**config.mk**
```make
export PLATFORM = sky130hd
export DESIGN_NAME = mult_hazard_ctrl
export DESIGN_NICKNAME = d
export VERILOG_FILES = /design/src/rtl/mult_hazard_ctrl.sv
export SDC_FILE = /design/constraint.sdc
export NUM_CORES = 1
export LEC_CHECK = 0
export ABC_AREA = 0
export BUFFER_PORTS_ARGS = -buffer_cell sky130_fd_sc_hd__buf_4
export CAP_MARGIN = 20
export CORE_ASPECT_RATIO = 1.4
export CORE_MARGIN = 8
export CORE_UTILIZATION = 35
export DETAILED_ROUTE_END_ITERATION = 7
export PLACE_DENSITY = 0.85
export SKIP_CTS_REPAIR_TIMING = 1
export SYNTH_ARGS = -nofsm -noshare
export SYNTH_HDL_FRONTEND = slang
export SYNTH_SLANG_ARGS = --single-unit
export TNS_END_PERCENT = 30
```
**constraint.sdc**
```tcl
create_clock -name clk -period 6.2 [get_ports clk]
set_clock_uncertainty 0.15 [all_clocks]
set_input_delay 1.86 -clock clk [delete_from_list [all_inputs] [get_ports clk]]
set_output_delay 1.86 -clock clk [all_outputs]
set_load 0.05 [all_outputs]
```
**src/rtl/mult_hazard_ctrl.sv**
```systemverilog
// Hazard controller for the 5-stage core: load-use stalls, multi-cycle multiply holds, taken-branch flushes.
// Optional saturating performance counters are enabled with the macro HAZ_PERF_CNT_EN.
module mult_hazard_ctrl #(
  parameter int MULT_LAT = 3,
  parameter int CNT_W    = 32
) (
  input  logic             clk,
  input  logic             arst_n,
  input  logic [4:0]       id_rs1,
  input  logic [4:0]       id_rs2,
  input  logic             id_uses_rs1,
  input  logic             id_uses_rs2,
  input  logic             id_ex_mem_read,
  input  logic [4:0]       id_ex_rd,
  input  logic             ex_is_mult,
  input  logic             ex_branch_taken,
  output logic             pc_write,
  output logic             if_id_write,
  output logic             if_id_flush,
  output logic             id_ex_bubble,
  output logic             ex_hold,
  output logic             mult_done,
  output logic [CNT_W-1:0] cnt_load_use,
  output logic [CNT_W-1:0] cnt_mult_stall,
  output logic [CNT_W-1:0] cnt_flush
);

  typedef enum logic [1:0] {IDLE, BUSY, DONE} state_t;

  // Number of BUSY cycles following the IDLE cycle in which the multiply is first seen.
  localparam logic [3:0] LOAD_VAL = 4'(MULT_LAT - 2);

  state_t     state;
  logic [3:0] cnt;
  logic       load_use;
  logic       hold_c;

  always_comb begin
    load_use = id_ex_mem_read && (id_ex_rd != 5'd0) &&
               ((id_uses_rs1 && (id_rs1 == id_ex_rd)) ||
                (id_uses_rs2 && (id_rs2 == id_ex_rd)));
    hold_c   = ((state == IDLE) && ex_is_mult) || (state == BUSY);
  end

  always_comb begin
    // NOTE: every output gets a default first so no path through the block can infer a latch.
    pc_write     = 1'b1;
    if_id_write  = 1'b1;
    if_id_flush  = 1'b0;
    id_ex_bubble = 1'b0;
    ex_hold      = 1'b0;
    mult_done    = 1'b0;
    if (arst_n) begin
      mult_done = (state == DONE);
      if (hold_c) begin
        ex_hold     = 1'b1;
        pc_write    = 1'b0;
        if_id_write = 1'b0;
      end else if (ex_branch_taken) begin
        if_id_flush  = 1'b1;
        id_ex_bubble = 1'b1;
      end else if (load_use) begin
        pc_write     = 1'b0;
        if_id_write  = 1'b0;
        id_ex_bubble = 1'b1;
      end
    end
  end

  // NOTE: sequential state uses non-blocking assignments so every flop samples pre-edge values.
  always_ff @(posedge clk or negedge arst_n) begin
    if (!arst_n) begin
      state <= IDLE;
      cnt   <= 4'd0;
    end else begin
      unique case (state)
        IDLE: if (ex_is_mult) begin
          if (LOAD_VAL == 4'd0) begin
            state <= DONE;
          end else begin
            state <= BUSY;
            cnt   <= LOAD_VAL;
          end
        end
        BUSY: if (cnt <= 4'd1) begin
          state <= DONE;
          cnt   <= 4'd0;
        end else begin
          cnt <= cnt - 4'd1;
        end
        DONE:    state <= IDLE;
        default: state <= IDLE;
      endcase
    end
  end

`ifdef HAZ_PERF_CNT_EN
  localparam logic [CNT_W-1:0] CNT_MAX = '1;

  always_ff @(posedge clk or negedge arst_n) begin
    if (!arst_n) begin
      cnt_load_use   <= '0;
      cnt_mult_stall <= '0;
      cnt_flush      <= '0;
    end else begin
      if (!hold_c && !ex_branch_taken && load_use && (cnt_load_use != CNT_MAX))
        cnt_load_use <= cnt_load_use + 1'b1;
      if (hold_c && (cnt_mult_stall != CNT_MAX))
        cnt_mult_stall <= cnt_mult_stall + 1'b1;
      if (!hold_c && ex_branch_taken && (cnt_flush != CNT_MAX))
        cnt_flush <= cnt_flush + 1'b1;
    end
  end
`else
  assign cnt_load_use   = '0;
  assign cnt_mult_stall = '0;
  assign cnt_flush      = '0;
`endif

endmodule

```
After elaboration in Yosys (flattened, before gate mapping)
Index checks and enable logic that the tools add are counted.
{"block": "totals", "output_inout_bits": 102, "reg_bits": 6, "in_bits": 22}
{"block": "op_classes", "n_reduce_logical": 12, "muxes": 20, "addsub": 1, "magnitude_cmp": 1, "eq_ne": 6}
{"operator": "two-way mux 1 bit", "n": 14}
{"operator": "equality test 5 bit", "n": 2}
{"operator": "two-way mux 4 bit", "n": 2}
{"operator": "case mux 4 bit (2 select lines)", "n": 1}
{"operator": "logical AND 1 bit", "n": 5}
{"operator": "nonzero test 5 bit", "n": 1}
{"operator": "less-or-equal comparator 4 x 1 -> 1 bit (second input constant)", "n": 1}
{"operator": "two-way mux 2 bit", "n": 2}
{"operator": "case mux 2 bit (2 select lines)", "n": 1}
{"operator": "AND reduction 2 bit", "n": 2}
{"operator": "subtractor 4 x 1 -> 4 bit (second input constant)", "n": 1}
{"operator": "equality test 2 x 1 -> 1 bit (second input constant)", "n": 1}
{"operator": "equality test 2 bit (second input constant)", "n": 1}
{"operator": "zero test 2 bit", "n": 1}
{"operator": "logical OR 1 bit", "n": 2}
{"operator": "inequality test 2 x 1 -> 1 bit (second input constant)", "n": 1}
{"operator": "inequality test 2 bit (second input constant)", "n": 1}
{"operator": "nonzero test 2 bit", "n": 1}

Longest topological paths before layout
Gate-level depths: netlist (run 1).
{"block": "depth", "word_depth": 8, "ltp_mapped": 6, "mapped_depth_nobuf": 6}

Worst setup path before layout (run 1)
No wires, ideal clock.
{"block": "synth_timing", "path_kind": "input -> output", "from": "in id_ex_rd[3]", "to": "out id_ex_bubble", "arrival_ps": 4070, "stages": 4, "t_required_ps": 4190, "setup_slack_ps": 120, "path_buffers": 0, "cell_sequence": "xor2_1 > nor4_2 > a32oi_1 > o41ai_1"}
{"block": "synth_between", "elab_chain_cells": 8}
{"item": "start: declaration", "line": "14", "rtl": "input logic [4:0] id_ex_rd,"}
{"item": "equality test 5 bit (on tied branches)", "line": "40, 41"}
{"item": "logical AND 1 bit (on tied branches)", "line": "40, 41"}
{"item": "logical OR 1 bit", "line": "40", "rtl": "((id_uses_rs1 && (id_rs1 == id_ex_rd)) ||"}
{"item": "logical AND 1 bit (*)", "line": "39", "rtl": "load_use = id_ex_mem_read && (id_ex_rd != 5'd0) &&"}
{"item": "two-way mux 1 bit (*)", "line": "62", "rtl": "end else if (load_use) begin"}
{"item": "two-way mux 1 bit (*)", "line": "59", "rtl": "end else if (ex_branch_taken) begin"}
{"item": "two-way mux 1 bit (*)", "line": "55", "rtl": "if (hold_c) begin"}
{"item": "two-way mux 1 bit (*)", "line": "53", "rtl": "if (arst_n) begin"}
{"item": "end: declaration", "line": "20", "rtl": "output logic id_ex_bubble,"}
Every way passes the cells marked *; elsewhere a longest branch is shown, timed or not.

Worst setup path in the final report (run 1)
Ends and elaborated chain as after synthesis.

==> summary.md, run 1 <==
| Metric | Value |
|---|---|
| LEAKAGE | `0.6788 nW` |
| Slowest Stage Delay on Critical Path | `0.39 ns` |
| Initial drt markers | `10` |
| Design Power | `402.3 uW` |
| Max-Cap Viols | `0` |
| Top-area cell type share of the netlist area | `0.5994` |
| Met3 WL post-DR | `469 um` |
| Area Growth Syn to Fin | `-6.385%` |
| Vias in the first global route | `940` |
| Die footprint | `5639 um^2` |
| Switching power | `between 200 and 300 uW` |
| Mean area per synthesized cell | `7.889 um^2` |
| Worst endpoint required time | `4.19 ns` |
| Worst-margin pin slew | `0.5535 ns` |
| CP Class | `input port to primary output` |
| Worst path bufs/invs | `2` |
| Post-DP HPWL | `2520 um` |
| Placeable Area | `3347 um^2` |
| Status | `complete, no violations` |
| M1 wire length | `a little under 800 um` |
| Synth warn | `0` |
| Distinct cells, synth | `26` |
| Startpoint Class | `input port` |
| Synth area leaders | `buf_4 (60%), dfrtp_1 (12%), xor2_1 (5.8%)` |
| Drt wl/cell | `12.14 um` |
| Clk Latency, worst-skew pair | `0.23 ns` |
| Root Buffer | `clkbuf_8` |
| Max clock buf depth | `2` |
| Filler Cell Count | `368` |
| Fmax | `approximately 0.19 GHz` |
| Row count | `25` |
| Vias per cell | `3.527` |
| RSZ-0062 raised after global routing | `false` |
| Peak VDD IR | `0.1546 mV` |
| DRC Markers | `0` |
| Total gr overflow | `0` |
| Net switching share of the total power | `0.6276` |
| Setup TNS | `0 ns` |
| Share of cells above drive strength 1 | `0.1758` |
| Type of the most critical hold path | `flip-flop to flip-flop` |
| CP arrival | `3.22 ns` |
| Clk network pwr share | `0.152` |
| Cells after Synth | `around 150` |
| Fin crit period | `5.230 ns` |
| Internal Pwr Total | `149.8 uW` |
| Vias post-DR | `~800` |
| Final Max Tran Viols | `0` |
| Worst path cell trace | `buf_4 > xor2_1 > nor4_2 > a32oi_1 > o41ai_1 > buf_4` |
| NumNets Final | `208` |
| Reg power frac | `0.175` |
| Most used cell, CP | `buf_4` |
| CTS buffer count | `3` |
| Die Wd | `65.80 um` |
| Final hold viol count | `0` |
| Flops & latches, synth | `6` |
| Number of inserted diodes | `0` |
| Die span in y | `85.71 um` |
| Placed Instances | `219` |
| CP delay by family, top | `compound AO/OA/AOI/OAI gates` |
| Combinational Power Share | `0.673` |
| Non-Filler Instances | `222` |
| H-tree levels | `1` |
| Slew headroom | `0.6281` |
| Initial antenna violation count | `0` |
| Cell Pwr Density | `between 300 and 400 nW/um^2` |
| Place WS | `0.9485 ns` |
| Crit share post-route | `0.8436` |
| Post-synthesis sequential area ratio | `0.1236` |
| Post-route setup slack | `approximately 0.97 ns` |
| Maximum net fanout on the critical path | `3` |
| RD Place Congestion | `around 0.81` |
| Global-route wire length before repair | `a little under 4000 um` |
| Post-DRT Antenna Nets | `0` |
| Slowest CP cell | `o41ai_1` |
| IO Count | `124` |
| Port bufs | `27` |
| Starting Density | `0.3630` |
| Clock sink count | `6` |
| Leading area contributor after synthesis | `buf_4` |
| Pre-Repair DR Iteration Count | `4` |
| Largest net degree at the start of global routing | `11` |
| Gr usage total | `0.08648` |
| CTS tree | `done` |
| Routed wire length | `2696 um` |
| Cell Area, Synth | `1215 um^2` |
| CP Capture Type | `primary output` |
| # setup viols final | `0` |
| Routed met2 length | `1412 um` |
| Uppermost routed layer | `met4` |
| Clock transition at path regs | `about 0.040 ns` |
==> area by class of cell <==
type	instances	area, um^2	share of cell area
inverters	6	22.52	0.01980
clock buffers	3	41.29	0.03630
flip-flops and latches	6	150.1	0.1320
repair buffers	27	202.7	0.1782
multi-input cells	140	670.6	0.5897
well taps	40	50.05	0.04400
==> cells in the final DEF (no fill, tap or decap), types with 3 or more instances in the layout <==
cell,synthesis,final
conb_1,1,96
inv_1,6,6
nor4_1,3,3
nor2_1,7,7
dfrtp_1,6,6
buf_4,97,27
xor2_1,8,8
clkbuf_8,0,3
==> metal layers <==
layer | vias to the layer above | track usage
met3 | 4 | 0.03390
met5 | - | 0
li1 | 358 | -
met2 | 85 | 0.1708
met1 | 336 | 0.06637
met4 | 0 | 0.04781
==> stage by stage <==
| step | util | instance area (um^2) | hold WS [ns] |
|---|---|---|---|
| after floorplan | - | 1572 | 0.3325 |
| after global placement | 0.3275 | 1096 | 0.3638 |
| after detailed placement | 0.3275 | 1096 | 0.3754 |
| after CTS | 0.3398 | 1137 | 0.3768 |
| after global routing | 0.3398 | 1137 | 0.3883 |
| final | 0.3398 | 1137 | 0.3809 |
==> cells in the mapped netlist, drive strengths merged <==
master and n:
o41a 1, o41ai 1, nand2 2, xnor2 2, nand2b 1, or2 1, or4 1, a21oi 1
a32oi 1, xor2 8, and2 1, nor3 2, o31ai 1, a22o 2, inv 6, nor2 7
conb 1, dfrtp 6, nor4 4, a2bb2oi 1, buf 97, o21ai 2, o32ai 1, nand3 2
ha 2
==> power groups by stage <==
stage	logic (mW)	clock network (mW)	registers (mW)
after global routing	0.289	0.0635	0.0718
after global placement	0.264	0	0.0689
after floorplan	0.275	0	0.0656
final	0.271	0.0613	0.0702
after CTS	0.269	0.0624	0.0703
after detailed placement	0.269	0	0.0709
==> flip-flops by register name (all words and copies together) (netlist names) <==
name	count
state	2
cnt	4
==> worst paths after layout <==
kind | startpoint | to | slack (ns) | cells after the start
max reg2reg | cnt[0]$_DFFE_PN0P_ | cnt[3]$_DFFE_PN0P_ | 4.31 | 6
max in group asynchronous | arst_n | state[1]$_DFFE_PN0P_ | 4.47 | 1
max | id_ex_rd[3] | id_ex_bubble | 0.97 | 6
min | state[0]$_DFFE_PN0P_ | state[0]$_DFFE_PN0P_ | 0.38 | 1
min reg2reg | state[0]$_DFFE_PN0P_ | state[0]$_DFFE_PN0P_ | 0.38 | 1
min in group asynchronous | arst_n | cnt[3]$_DFFE_PN0P_ | 1.29 | 1
==> kinds of logic (layout without fill, tap and decap cells) <==
group | count (synthesis) | in the layout | synth area share
fa+ha+maj | 2 | 2 | 0.02059
buf+inv | 103 | 36 | 0.6179
simple gates | 21 | 21 | 0.09168
flops | 6 | 6 | 0.1236
other cells | 1 | 96 | 0.003087
compound gates | 11 | 11 | 0.07107
xor+xnor | 10 | 10 | 0.07210
No activity file was read; power rests on OpenSTA's default activity.
==> run 2, diff against run 1 <==
--- a/config.mk
+++ b/config.mk
@@ -5,14 +5,14 @@
 export SDC_FILE = /design/constraint.sdc
 export NUM_CORES = 1
 export LEC_CHECK = 0
-export ABC_AREA = 0
+export ABC_AREA = 1
 export BUFFER_PORTS_ARGS = -buffer_cell sky130_fd_sc_hd__buf_4
 export CAP_MARGIN = 20
 export CORE_ASPECT_RATIO = 1.4
 export CORE_MARGIN = 8
 export CORE_UTILIZATION = 35
 export DETAILED_ROUTE_END_ITERATION = 7
-export PLACE_DENSITY = 0.85
+export PLACE_DENSITY = 0.82
 export SKIP_CTS_REPAIR_TIMING = 1
 export SYNTH_ARGS = -nofsm -noshare
 export SYNTH_HDL_FRONTEND = slang
==> constraint.sdc (replaced) <==
create_clock -name clk -period 5.27 [get_ports clk]
set_clock_uncertainty 0.15 [all_clocks]
set_input_delay 1.581 -clock clk [delete_from_list [all_inputs] [get_ports clk]]
set_output_delay 1.581 -clock clk [all_outputs]
set_load 0.05 [all_outputs]
==> run 2 against run 1 <==
  * Register-to-register slack lost 0.50 ns
  * Critical endpoint is now if_id_write
  * Worst hold slack improved by 0.018 ns
  * Clock power is 9.3% higher
  * Combinational power grew 22%
  * First-iteration DRC count grew to 3.0 times the previous value
  * Highest routed layer unchanged
  * Via count grew 21%
  * Total power grew 20%
  * Worst setup slack better by 0.026 ns
  * Count of clock-buffer cells in the layout unchanged
  * Critical path type unchanged
  * Non-clock buffer count did not move
==> summary.md, run 2 <==
| Metric | Value |
|---|---|
| Starting Density | `0.3638 (was 0.3630)` |
| DRC Markers | `0 (unchanged)` |
| Vias per cell | `3.496 (was 3.527)` |
| Leading cell type in the layout, fill and taps excluded | `conb_1 (unchanged)` |
| Async set or reset register ratio after synthesis | `1.000 (unchanged)` |
| Flops & latches, synth | `6 (unchanged)` |
| LEAKAGE | `0.8292 nW (was 0.6788 nW)` |
| Crit share post-route | `0.8109` |
| Most frequent cells in the layout | `conb_1 (96), nand2_1 (35), buf_4 (27), inv_1 (22), nor2_1 (12) (was conb_1 (96), buf_4 (27), xor2_1 (8), nor2_1 (7))` |
| Maximum net fanout on the critical path | `4 (was 3)` |
| Startpoint Class | `input port (unchanged)` |
| CP Class | `input port to primary output (unchanged)` |
| Root Buffer | `clkbuf_8 (unchanged)` |
| Synth area leaders | `buf_4 (55%), dfrtp_1 (11%), nand2_1 (10%) (was buf_4 (60%), dfrtp_1 (12%), xor2_1 (5.8%))` |
| Synth top cells by count | `buf_4 (97), nand2_1 (35), inv_1 (22), nor2_1 (12), dfrtp_1 (6) (was buf_4 (97), xor2_1 (8), nor2_1 (7), dfrtp_1 (6), inv_1 (6))` |
| Fin crit period | `about 4.3 ns` |
| Post-DP HPWL | `2560 um (was 2520 um)` |
| IO Count | `124 (unchanged)` |
| Initial antenna violation count | `0 (unchanged)` |
| Cell Pwr Density | `388.9 nW/um^2 (was 353.7 nW/um^2)` |
| Global-route wire length before repair | `3677 um (was 3877 um)` |
| Slowest CP cell | `buf_4 (was o41ai_1)` |
| Post-layout util | `0.3430 (was 0.3398)` |
| Die Wd | `67.78 um (was 65.80 um)` |
| RSZ-0062 raised after global routing | `false (unchanged)` |
| Area Growth Syn to Fin | `-5.714% (was -6.385%)` |
| Worst path cell trace | `buf_4 > inv_1 > nand4_1 > o21ai_0 > inv_1 > nand3_1 > nand2_1 > inv_1 > buf_4 (was buf_4 > xor2_1 > nor4_2 > a32oi_1 > o41ai_1 > buf_4)` |
| Distinct cells, synth | `21 (was 26)` |
| Setup TNS | `0 ns (unchanged)` |
| Worst r2r src | `cnt[0]$_DFFE_PN0P_ (unchanged)` |
| Top-area cell type share of the netlist area | `0.5543 (was 0.5994)` |
| Largest net degree at the start of global routing | `9 (was 11)` |
| # setup viols final | `0 (unchanged)` |
| CTS tree | `done (unchanged)` |
| RD Place Congestion | `0.8944 (was 0.8089)` |
| Placed Instances | `267 (was 219)` |
| CP arrival | `2.54 ns (was 3.22 ns)` |
| Share of cells above drive strength 1 | `0.1754 (was 0.1758)` |
| Row count | `26 (was 25)` |
| Placeable Area | `3611 um^2 (was 3347 um^2)` |
| Hold Path Depth | `2 (was 1)` |
| Initial drt markers | `30 (was 10)` |
| Worst endpoint required time | `3.54 ns (was 4.19 ns)` |
| Worst Reg-to-Reg Cells | `5 (was 6)` |
| Place WS | `0.9835 ns (was 0.9485 ns)` |
| Final hold viol count | `0 (unchanged)` |
| Final Max Tran Viols | `0 (unchanged)` |
| Clock transition at path regs | `0.03 ns (was 0.04 ns)` |
| Vias in the first global route | `916 (was 940)` |
| Post-Layout Inst Area | `1239 um^2 (was 1137 um^2)` |
| Status | `complete, no violations (unchanged)` |
| Die footprint | `5998 um^2 (was 5639 um^2)` |
| Hold Startpoint | `cnt[3]$_DFFE_PN0P_ (was state[0]$_DFFE_PN0P_)` |
| Die span in y | `88.49 um (was 85.71 um)` |
| NumNets Final | `254 (was 208)` |
| Clock sink count | `6 (unchanged)` |
| Top-count cell post-synth | `buf_4 (unchanged)` |
| Slowest Stage Delay on Critical Path | `0.20 ns (was 0.39 ns)` |
| Peak VDD IR | `0.2507 mV (was 0.1546 mV)` |
| Post-DRT Antenna Nets | `0 (unchanged)` |
| Post-Place Cell Area | `1197 um^2 (was 1096 um^2)` |
| Gr usage total | `0.07552 (was 0.08648)` |
| Hold Slack | `0.3986 ns (was 0.3809 ns)` |
| CTS buffer count | `3 (unchanged)` |
| Type of the most critical hold path | `flip-flop to flip-flop (unchanged)` |
| Crit path from | `id_ex_rd[2] (was id_ex_rd[3])` |
| Number of inserted diodes | `0 (unchanged)` |
| Clk Latency, worst-skew pair | `0.22 ns (was 0.23 ns)` |
| Number of flops mapped to enable cells by yosys | `0 (unchanged)` |
| Post-synthesis sequential area ratio | `0.1143 (was 0.1236)` |
| Routed wire length | `2712 um (was 2696 um)` |
| Vias post-DR | `944 (was 783)` |
| Drt wl/cell | `10.04 um (was 12.14 um)` |
| Synth warn | `0 (unchanged)` |
| Largest reg by FF count | `cnt (unchanged)` |
| Max clock buf depth | `2 (unchanged)` |
| Max reg flops | `4 (unchanged)` |
| Biggest regs | `cnt x4, state x2 (unchanged)` |
| Cell Area, Synth | `1314 um^2 (was 1215 um^2)` |
| Leading area contributor after synthesis | `buf_4 (unchanged)` |
| Fmax | `0.2340 GHz` |
| Port bufs | `27 (unchanged)` |
| H-tree levels | `1 (unchanged)` |
| Total gr overflow | `0 (unchanged)` |
| Most used cell, CP | `inv_1 (was buf_4)` |
| Non-Filler Instances | `270 (was 222)` |
| Filler Cell Count | `424 (was 368)` |
| Post-route setup slack | `0.9963 ns (was 0.9699 ns)` |
| Top_reg_cell synth | `dfrtp_1 (unchanged)` |
| Mean area per synthesized cell | `6.569 um^2 (was 7.889 um^2)` |
| CP Capture Type | `primary output (unchanged)` |
| Max-Cap Viols | `0 (unchanged)` |
| Pre-Repair DR Iteration Count | `4 (unchanged)` |
| Design Power | `481.7 uW (was 402.3 uW)` |
| Cells after Synth | `200 (was 154)` |
## run 2: cell types whose count changed in the layout (fill, tap and decap cells not counted), moves of 2 or more
cell     before  now
nand3_1       2    4
xor2_1        8    0
o21ai_2       0    2
inv_2         0    4
nand2_1       2   35
nor4_1        3    0
nor2_1        7   12
a22o_1        2    0
inv_1         6   22
## run 2: path summary, 6_finish.rpt
path | endpoint | slack [ns]
min in group asynchronous | state[1]$_DFFE_PN0P_ | 1.02
min reg2reg | cnt[3]$_DFFE_PN0P_ | 0.40
max | if_id_write | 1.0
min | cnt[3]$_DFFE_PN0P_ | 0.40
max reg2reg | cnt[3]$_DFFE_PN0P_ | 3.81
max in group asynchronous | cnt[0]$_DFFE_PN0P_ | 3.83
## run 2: critical path, delay by kind of cell
family | cells | cell delay [ns]
simple gates | 3 | 0.22
compound gates | 1 | 0.16
buf+inv | 5 | 0.57
## run 2: kinds of logic (layout without fill, tap and decap cells)
logic type,after synthesis,in the layout,synth area share
AO/OA/AOI/OAI,10,10,0.05334
other,1,96,0.002854
XOR/XNOR,1,1,0.006668
flip-flops,6,6,0.1143
AND/OR/NAND/NOR,57,57,0.1752
adder cells (fa/ha/maj),2,2,0.01904
buffers and inverters,123,56,0.6286
## run 2: per-layer routing
layer  vias up  part of all wire  track usage
met5         -                 0            0
met4         0             0.018      0.02991
met3         4              0.22      0.02915
met2        78              0.48       0.1366
met1       400              0.29      0.07429
li1        462                 -            -
## run 2: report_power, final
part	switching, mW	internal, mW	total, mW
clock network	0.0181	0.0489	0.0670
logic	0.263	0.0676	0.331
registers	0.0169	0.0668	0.0837
## run 2: cell type report
class | instances | area, um^2 | share of cell area
inverter | 26 | 97.59 | 0.07879
timing repair buffer | 27 | 202.7 | 0.1636
multi-input combinational | 166 | 694.4 | 0.5606
sequential | 6 | 150.1 | 0.1212
clock buffer | 3 | 41.29 | 0.03333
tap | 42 | 52.55 | 0.04242
==> run 3, diff against run 2 <==
--- a/config.mk
+++ b/config.mk
@@ -5,14 +5,14 @@
 export SDC_FILE = /design/constraint.sdc
 export NUM_CORES = 1
 export LEC_CHECK = 0
-export ABC_AREA = 1
+export ABC_AREA = 0
 export BUFFER_PORTS_ARGS = -buffer_cell sky130_fd_sc_hd__buf_4
 export CAP_MARGIN = 20
 export CORE_ASPECT_RATIO = 1.4
 export CORE_MARGIN = 8
-export CORE_UTILIZATION = 35
+export CORE_UTILIZATION = 33
 export DETAILED_ROUTE_END_ITERATION = 7
-export PLACE_DENSITY = 0.82
+export PLACE_DENSITY = 0.84
 export SKIP_CTS_REPAIR_TIMING = 1
 export SYNTH_ARGS = -nofsm -noshare
 export SYNTH_HDL_FRONTEND = slang
==> constraint.sdc (replaced) <==
create_clock -name clk -period 3.8 [get_ports clk]
set_clock_uncertainty 0.15 [all_clocks]
set_input_delay 1.14 -clock clk [delete_from_list [all_inputs] [get_ports clk]]
set_output_delay 1.14 -clock clk [all_outputs]
set_load 0.05 [all_outputs]
==> run 3 against run 2 <==
  * Clock power grew 43%
  * Wire length shrank 3.4%
  * Utilization shrank 0.91 points
  * Critical path depth shrank 3
  * First-iteration DRC count grew 40%
==> summary.md, run 3 (synthesis gave the netlist of run 1 again) <==
| Metric | Value |
|---|---|
| CP Depth | `6 (was 9)` |
| Worst r2r src | `cnt[1]$_DFFE_PN0P_ (was cnt[0]$_DFFE_PN0P_)` |
| # setup viols final | `0 (unchanged)` |
| Clk Latency, worst-skew pair | `0.22 ns (about the same)` |
| NumNets Final | `208 (was 254)` |
| Slowest CP cell | `o41a_1 (was buf_4)` |
| Initial drt markers | `42 (was 30)` |
| Final Max Tran Viols | `0 (unchanged)` |
| Most used cell, CP | `buf_6 (was inv_1)` |
| Fmax | `0.2634 GHz` |
| Place WS | `-0.04664 ns (was 0.9835 ns)` |
| Die Wd | `67.28 um (was 67.78 um)` |
| Startpoint Class | `input port (unchanged)` |
| Reg2Reg Capture Point | `cnt[3]$_DFFE_PN0P_ (unchanged)` |
| R2r setup slk | `1.98 ns (was 3.81 ns)` |
| Pre-Repair DR Iteration Count | `4 (unchanged)` |
| Post-DP HPWL | `2420 um (was 2560 um)` |
| Largest reg by FF count | `cnt (unchanged)` |
| Routed wire length | `2621 um (was 2712 um)` |
| Biggest regs | `cnt x4, state x2 (unchanged)` |
| LEAKAGE | `0.6978 nW (was 0.8292 nW)` |
| Final hold viol count | `0 (unchanged)` |
| Number of inserted diodes | `0 (unchanged)` |
| Drt wl/cell | `11.70 um (was 10.04 um)` |
| Die footprint | `5907 um^2 (was 5998 um^2)` |
| Starting Density | `0.3395 (was 0.3638)` |
| Cell Pwr Density | `553.9 nW/um^2 (was 388.9 nW/um^2)` |
| Most frequent cells in the layout | `conb_1 (96), buf_4 (22), nor2_1 (7) (was conb_1 (96), nand2_1 (35), buf_4 (27), inv_1 (22), nor2_1 (12))` |
| Placeable Area | `3578 um^2 (was 3611 um^2)` |
| Uppermost routed layer | `met4 (unchanged)` |
| Maximum net fanout on the critical path | `2 (was 4)` |
| Crit share post-route | `0.9991` |
| Share of cells above drive strength 1 | `0.2033 (was 0.1754)` |
| CTS tree | `done (unchanged)` |
| Clock transition at path regs | `0.03 ns (about the same)` |
| Max clock buf depth | `2 (unchanged)` |
| Status | `complete, no violations (unchanged)` |
| Global-route wire length before repair | `3401 um (was 3677 um)` |
| Clock sink count | `6 (unchanged)` |
| Leading cell type in the layout, fill and taps excluded | `conb_1 (unchanged)` |
| Worst Reg-to-Reg Cells | `6 (was 5)` |
| Met3 WL post-DR | `528 um (was 595 um)` |
| Vias in the first global route | `803 (was 916)` |
| CP delay by family, top | `compound AO/OA/AOI/OAI gates (was buffers and inverters)` |
| Post-route setup slack | `0.003301 ns (was 0.9963 ns)` |
| Row count | `26 (unchanged)` |
| Die span in y | `87.79 um (was 88.49 um)` |
| Max-Cap Viols | `0 (unchanged)` |
| Setup TNS | `0 ns (unchanged)` |
| Slowest Stage Delay on Critical Path | `0.47 ns (was 0.20 ns)` |
| Slew headroom | `0.6675` |
| Initial antenna violation count | `0 (unchanged)` |
| DRC Markers | `0 (unchanged)` |
| Vias post-DR | `805 (was 944)` |
| Fin crit period | `3.797 ns` |
| Worst endpoint required time | `2.51 ns (was 3.54 ns)` |
| CTS buffer count | `3 (unchanged)` |
| Design Power | `661.9 uW (was 481.7 uW)` |
| Worst-margin pin slew | `0.4950 ns` |
| CP Capture Type | `primary output (unchanged)` |
| Largest net degree at the start of global routing | `11 (was 9)` |
| Post-DRT Antenna Nets | `0 (unchanged)` |
| Port bufs | `27 (unchanged)` |
| Routed met2 length | `1256 um (was 1289 um)` |
| Setup crit end | `if_id_write (unchanged)` |
| Worst path bufs/invs | `2 (was 5)` |
| H-tree levels | `1 (unchanged)` |
| Vias per cell | `3.594 (was 3.496)` |
| Total gr overflow | `0 (unchanged)` |
| M1 wire length | `785 um (was 777 um)` |
| RSZ-0062 raised after global routing | `true (was false)` |
| CP Class | `input port to primary output (unchanged)` |
| Peak VDD IR | `0.2434 mV (was 0.2507 mV)` |
| Gr usage total | `0.07358 (was 0.07552)` |
| Crit path from | `id_rs2[1] (was id_ex_rd[2])` |
| Root Buffer | `clkbuf_8 (unchanged)` |
| IO Count | `124 (unchanged)` |
| CP arrival | `2.51 ns (was 2.54 ns)` |
| Type of the most critical hold path | `flip-flop to flip-flop (unchanged)` |
| Worst path cell trace | `buf_6 > xor2_2 > nor4_2 > a32oi_2 > o41a_1 > buf_6 (was buf_4 > inv_1 > nand4_1 > o21ai_0 > inv_1 > nand3_1 > nand2_1 > inv_1 > buf_4)` |
| Area Growth Syn to Fin | `-1.647% (was -5.714%)` |
| RD Place Congestion | `0.7752 (was 0.8944)` |
| Max reg flops | `4 (unchanged)` |
run 3: cell type report:
| class | count | area (um^2) |
|---|---|---|
| clock buffers | 3 | 41.29 |
| fillers | 382 | 2384 |
| inverters | 6 | 22.52 |
| multi-input cells | 140 | 706.9 |
| flip-flops and latches | 6 | 150.1 |
| well taps | 42 | 52.55 |
| repair buffers | 27 | 221.5 |
run 3: power breakdown:
part | total, mW | internal [mW] | switching [mW]
combinational | 0.450 | 0.0960 | 0.354
clock | 0.0959 | 0.0681 | 0.0278
sequential | 0.116 | 0.0862 | 0.0297
total | 0.662 | 0.250 | 0.412
run 3: worst min-delay path by stage:
stage          depth (start not counted)            startpoint  slack (ns)                   end
2_1_floorplan                          1    cnt[3]$_DFFE_PN0P_        0.33  state[1]$_DFFE_PN0P_
3_3_place_gp                           1  state[0]$_DFFE_PN0P_        0.36  state[0]$_DFFE_PN0P_
3_5_place_dp                           1    cnt[3]$_DFFE_PN0P_        0.37  state[1]$_DFFE_PN0P_
4_1_cts                                1    cnt[3]$_DFFE_PN0P_        0.39  state[1]$_DFFE_PN0P_
5_1_grt                                1  state[0]$_DFFE_PN0P_        0.42  state[0]$_DFFE_PN0P_
6_report                               1  state[0]$_DFFE_PN0P_        0.40  state[0]$_DFFE_PN0P_
run 3: layer usage:
metal,vias to the layer above,global-route usage
li1,358,-
met1,355,0.06922
met2,85,0.1274
met3,7,0.03841
met4,0,0.03435
met5,-,0
run 3: per-stage QoR:
step / instances / area [um^2] / hold WS (ns) / utilization
2_1_floorplan: 249 / 1579 / 0.3325 / -
3_3_place_gp: 221 / 1106 / 0.3622 / 0.3091
3_5_place_dp: 221 / 1106 / 0.3708 / 0.3091
4_1_cts: 224 / 1147 / 0.3858 / 0.3206
5_1_grt: 224 / 1195 / 0.4249 / 0.3339
6_report: 224 / 1195 / 0.3997 / 0.3339
